`src/rtl/freq_meter_pkg.sv`:
```
// Shared definitions for the gated frequency meter.
// Holds the FSM state encoding used by freq_meter.
package freq_meter_pkg;

    typedef logic [1:0] state_t;

    localparam state_t ST_IDLE = 2'd0;
    localparam state_t ST_GATE = 2'd1;
    localparam state_t ST_HOLD = 2'd2;

endpackage

```
`src/rtl/edge_sync.sv`:
```
// Two-flop synchronizer followed by a registered rising-edge detector.
// Ports: clk, rst (async, active high), d (async input), rise_p (1-cycle pulse).
// rise_p lags a rising edge on d by 3 clk cycles.
module edge_sync (
    input  logic clk,
    input  logic rst,
    input  logic d,
    output logic rise_p
);

    logic meta_q;
    logic sync_q;
    logic sync_qq;

    always_ff @(posedge clk or posedge rst) begin
        if (rst) begin
            meta_q  <= 1'b0;
            sync_q  <= 1'b0;
            sync_qq <= 1'b0;
            rise_p  <= 1'b0;
        end else begin
            meta_q  <= d;
            sync_q  <= meta_q;
            sync_qq <= sync_q;
            rise_p  <= sync_q & ~sync_qq;
        end
    end

endmodule

```
`src/rtl/freq_meter.sv`:
```
// Gated frequency counter: counts rising edges of sig_in over GATE_CYCLES clocks.
// Ports: clk, rst, sig_in, start -> busy, freq_cnt, overflow, valid; ready handshake.
// Result is held in HOLD until valid & ready; start in that cycle re-arms directly.
module freq_meter
    import freq_meter_pkg::*;
#(
    parameter int CLK_HZ      = 100_000_000,
    parameter int GATE_CYCLES = 100_000_000,
    parameter int CNT_W       = 32
) (
    input  logic             clk,
    input  logic             rst,
    input  logic             sig_in,
    input  logic             start,
    output logic             busy,
    output logic [CNT_W-1:0] freq_cnt,
    output logic             overflow,
    output logic             valid,
    input  logic             ready
);

    localparam int GW = $clog2(GATE_CYCLES);
    localparam logic [GW-1:0] GATE_LOAD = GW'(GATE_CYCLES - 1);

    if (CLK_HZ < 1 || GATE_CYCLES < 2) begin : g_param_check
        $error("freq_meter: CLK_HZ must be >= 1 and GATE_CYCLES >= 2");
    end

    logic             edge_p;
    state_t           state;
    logic [GW-1:0]    gate_cnt;
    logic [CNT_W-1:0] edge_cnt;
    logic             ovf;
    logic [CNT_W-1:0] cnt_nxt;
    logic             ovf_nxt;

    edge_sync u_sync (
        .clk    (clk),
        .rst    (rst),
        .d      (sig_in),
        .rise_p (edge_p)
    );

    // Saturating count including the current cycle's edge, so the terminal
    // gate cycle can load the result with its own edge already counted.
    always_comb begin
        cnt_nxt = edge_cnt;
        ovf_nxt = ovf;
        if (edge_p) begin
            if (&edge_cnt) ovf_nxt = 1'b1;
            else           cnt_nxt = edge_cnt + 1'b1;
        end
    end

    always_ff @(posedge clk or posedge rst) begin
        if (rst) begin
            state    <= ST_IDLE;
            gate_cnt <= '0;
            edge_cnt <= '0;
            ovf      <= 1'b0;
            busy     <= 1'b0;
            freq_cnt <= '0;
            overflow <= 1'b0;
            valid    <= 1'b0;
        end else begin
            case (state)
                ST_IDLE: begin
                    if (start) begin
                        state    <= ST_GATE;
                        busy     <= 1'b1;
                        gate_cnt <= GATE_LOAD;
                        edge_cnt <= '0;
                        ovf      <= 1'b0;
                    end
                end
                ST_GATE: begin
                    edge_cnt <= cnt_nxt;
                    ovf      <= ovf_nxt;
                    gate_cnt <= gate_cnt - 1'b1;
                    if (gate_cnt == '0) begin
                        state    <= ST_HOLD;
                        busy     <= 1'b0;
                        freq_cnt <= cnt_nxt;
                        overflow <= ovf_nxt;
                        valid    <= 1'b1;
                    end
                end
                ST_HOLD: begin
                    if (ready) begin
                        valid <= 1'b0;
                        if (start) begin
                            state    <= ST_GATE;
                            busy     <= 1'b1;
                            gate_cnt <= GATE_LOAD;
                            edge_cnt <= '0;
                            ovf      <= 1'b0;
                        end else begin
                            state <= ST_IDLE;
                        end
                    end
                end
                default: begin
                    state <= ST_IDLE;
                    busy  <= 1'b0;
                    valid <= 1'b0;
                end
            endcase
        end
    end

endmodule
```
`config.mk`:
```
export PLATFORM = sky130hd
export DESIGN_NAME = freq_meter
export DESIGN_NICKNAME = d
export VERILOG_FILES = /design/src/rtl/freq_meter_pkg.sv /design/src/rtl/edge_sync.sv /design/src/rtl/freq_meter.sv
export SDC_FILE = /design/constraint.sdc
export NUM_CORES = 1
export LEC_CHECK = 0
export BUFFER_PORTS_ARGS = -buffer_cell sky130_fd_sc_hd__buf_2
export CORE_UTILIZATION = 25
export CTS_CLUSTER_DIAMETER = 30
export DETAILED_ROUTE_END_ITERATION = 10
export GPL_ROUTABILITY_DRIVEN = 0
export PLACE_DENSITY = 0.41
export REMOVE_ABC_BUFFERS = 1
export SLEW_MARGIN = 20
export SYNTH_ARGS = -nofsm -noshare
export SYNTH_HDL_FRONTEND = slang
export SYNTH_SLANG_ARGS = --single-unit
export TNS_END_PERCENT = 50
```
`constraint.sdc`:
```
create_clock -name clk -period 7 [get_ports clk]
set_input_delay 1.4 -clock clk [delete_from_list [all_inputs] [get_ports clk]]
set_output_delay 1.4 -clock clk [all_outputs]
set_load 0.03 [all_outputs]
```
==> key figures <==
Setup path
  • Critical Path, Cell by Cell: ha_1 > and3_1 > and4_1 > a2111oi_0 > o221ai_1
  • Critical Path Source Type: flip-flop
  • CP Max Fanout: 19
  • Reg2reg start: edge_cnt[0]
  • Critical-path top delay cell: a2111oi_0
  • CP endpoint: edge_cnt[22]
  • Crit end category: flip-flop
  • Worst EP arrival: 3010 ps
  • Critical path depth: 5
  • Largest stage delay, worst path: around 940 ps
  • Crit-path leading delay family: compound AO/OA/AOI/OAI gates
  • WS Path Type: reg -> reg
  • WP buf/inv: 0
  • Critical Path RT: 7170 ps
  • Setup crit start: edge_cnt[0]
  • Reg2Reg Setup Slack: 4160 ps
  • FF-to-FF path depth: 5
  • FF-to-FF End: edge_cnt[22]

Clock tree
  • Cts repair resizes: 0
  • CTS sink count: 101
  • Worst-Skew Late Latency: 360 ps
  • Cts bufs inserted: 9
  • H-tree depth: 3
  • Root Driver: clkbuf_16
  • CTS tree: yes
  • Post-CTS Setup Repair Bufs: 0
  • Worst-path clk slew: 70 ps
  • Bufs on Longest Clock Path: 2
  • Hold-fix buffers at CTS: 0

Global routing
  • Gr usage total: around 14%
  • GR Overflow Total: 0
  • Initial antenna violation count: 0
  • First-pass GRT wire length: 24.6 mm
  • Largest net degree at the start of global routing: 62
  • Vias in the first global route: 4455

Cells and area
  • Synth-to-Final Area Change: 14.1%
  • N_diodes: 0
  • FF/Latch Area: 2530 um2
  • Area of the multi-input gates: 2650 um2
  • Nets: a little over 600
  • Fillcell total: 2208
  • Cell Count, Final, Fillers Out: 881
  • Final Cell Area: about 6100 um2
  • Layout cells sized above 1: 11.9%

Pwr
  • Total power: 1.41 mW
  • P_sw: 408 uW
  • Sequential Power Share: 51.1%
  • Clk pwr share: a little under two fifths
  • LEAKAGE: 2.46 nW
  • Int Pwr: 1.00 mW
  • Worst vdd ir: between 0.1 and 0.15 mV
  • Switching portion of total power: between 20 and 30%
  • PD cells: 230 nW/um2
  • Comb power frac: 12.0%

Logic synthesis
  • Cell taking the most area after synthesis: dfrtp_1
  • Yosys warns: 0
  • Synth Register Bits: 101
  • Top cells by area, synth: dfrtp_1, nand2_1, xnor2_1
  • Syn Inst Count: 583
  • Post-synth EDFFs: 0
  • Synth top cells by count: dfrtp_1, nand2_1, nor2_1
  • Synth top area share: 47.1%
  • Register area share after synthesis: 47.1%
  • Top FF cell, synth: dfrtp_1
  • Count leader, synth: dfrtp_1
  • Mapped Area: ~5400 um2
  • Asr flop ratio synth: 100%
  • Syn Area/Cell: 9.20 um2
  • Distinct cells, synth: 59

Drt
  • WL/cell: 17.1 um
  • Via density: 5.20
  • Detailed Route WL: 15.1 mm
  • Drt pass-1 iters: 4
  • Iter 0 DRT Violations: 200
  • Post-route ant nets: 0
  • Routed vias: 4578
  • DR DRC count: 0

Timing
  • Tcrit/Tclk final: 40.6%
  • # setup viols final: 0
  • Setup slack after layout: 4160 ps
  • Final Skew: 14.0 ps
  • Slew Limit Fails: 0
  • Max transition margin: 30.9%
  • Period minus WS final: ~2800 ps
  • Final Hold Viols: 0
  • RSZ-0062 raised after global routing: false
  • Fmax: 352 MHz
  • Tightest Pin Transition: just over 1000 ps
  • Setup tns final: 0 ps

Floorplan
  • Initial Util: 25.5%
  • Ports: 40
  • Die area: 22000 um2
  • FP Rows: 53
  • Die height: 148 um
  • Core Area: 21000 um2
  • Die Width: 148 um

Hold path
  • Worst hold path class: reg -> reg

Placement
  • Half-perimeter wire length after placement: 10.0 mm
  • Pre-CTS setup slack: 3930 ps
  • Placed insts: between 800 and 900
  • Port Buf Inserts: 39
  • Post-DP Area: 5810 um2

Job
  • Max_cap viols: 0

Run status
  • Status: finished, final reports clean
-- power by group through the flow --
stage | combinational [mW] | sequential, mW | clock (mW)
detailed placement | 0.172 | 0.728 | 0
floorplan | 0.130 | 0.706 | 0
global placement | 0.168 | 0.727 | 0
CTS | 0.173 | 0.718 | 0.539
global route | 0.194 | 0.731 | 0.564
finish | 0.169 | 0.719 | 0.519
-- flip-flops by register name (all words and copies together) (netlist names) --
signal          count
edge_cnt           32
valid               1
state               2
freq_cnt           32
gate_cnt           27
u_sync.rise_p       1
overflow            1
u_sync.meta_q       1
ovf                 1
busy                1
u_sync.sync_q       1
u_sync.sync_qq      1
-- layout by cell type, fill, tap and decap left out, drive strengths merged, types with 5 or more instances in the layout --
cell type | netlist | routed
and2 | 6 | 6
a311oi | 9 | 9
nand3 | 28 | 28
nor2 | 38 | 38
inv | 9 | 11
dfrtp | 101 | 101
nand2 | 80 | 80
a31oi | 25 | 25
or4 | 10 | 10
and4 | 9 | 9
nor2b | 5 | 5
nor4 | 8 | 8
a21oi | 15 | 15
clkbuf | 29 | 10
and3 | 9 | 9
or3 | 7 | 7
xor2 | 19 | 19
nor3 | 12 | 12
a2111oi | 5 | 5
o31ai | 5 | 5
buf | 11 | 47
nand4 | 18 | 18
o21ai | 44 | 44
nand4b | 6 | 6
xnor2 | 22 | 22
-- metrics by stage --
step,util (%),hold WS (ps)
2_1_floorplan,-,331
3_3_place_gp,27.6,336
3_5_place_dp,27.6,338
4_1_cts,29.1,354
5_1_grt,29.1,367
6_report,29.1,351
-- area by class of cell --
| cell class | count | share of cell area (%) |
|---|---|---|
| Clock buffer | 10 | 3.91 |
| Clock inverter | 6 | 1.12 |
| Inverter | 9 | 0.593 |
| Multi-Input combinational cell | 433 | 43.3 |
| Sequential cell | 101 | 41.3 |
| Tap cell | 275 | 5.62 |
| Timing Repair Buffer | 47 | 4.17 |
-- routing by layer --
layer	share of wire [%]	GRT usage, %
met5	0	0
met4	0.81	3.92
met3	3.2	2.64
met2	48	23.8
met1	48	19.3
-- kinds of logic (layout without fill, tap and decap cells) --
family | after synthesis | after routing | share of synthesized area, %
xor gates and xnor gates | 41 | 41 | 6.70
DFF | 101 | 101 | 47.1
buffers and inverters | 49 | 72 | 3.73
adders and majority gates | 2 | 2 | 0.467
muxes | 4 | 4 | 0.747
and+or+nand+nor | 247 | 247 | 24.1
AOI/OAI and AO/OA | 139 | 139 | 17.1
-- worst min-delay path by stage --
stage,from,end,cells past startpoint
2_1_floorplan,u_sync.meta_q,u_sync.sync_q,0
3_3_place_gp,u_sync.meta_q,u_sync.sync_q,0
3_5_place_dp,u_sync.meta_q,u_sync.sync_q,0
4_1_cts,u_sync.meta_q,u_sync.sync_q,0
5_1_grt,u_sync.meta_q,u_sync.sync_q,0
6_report,u_sync.meta_q,u_sync.sync_q,0
Power figures use the tool's default switching activity.
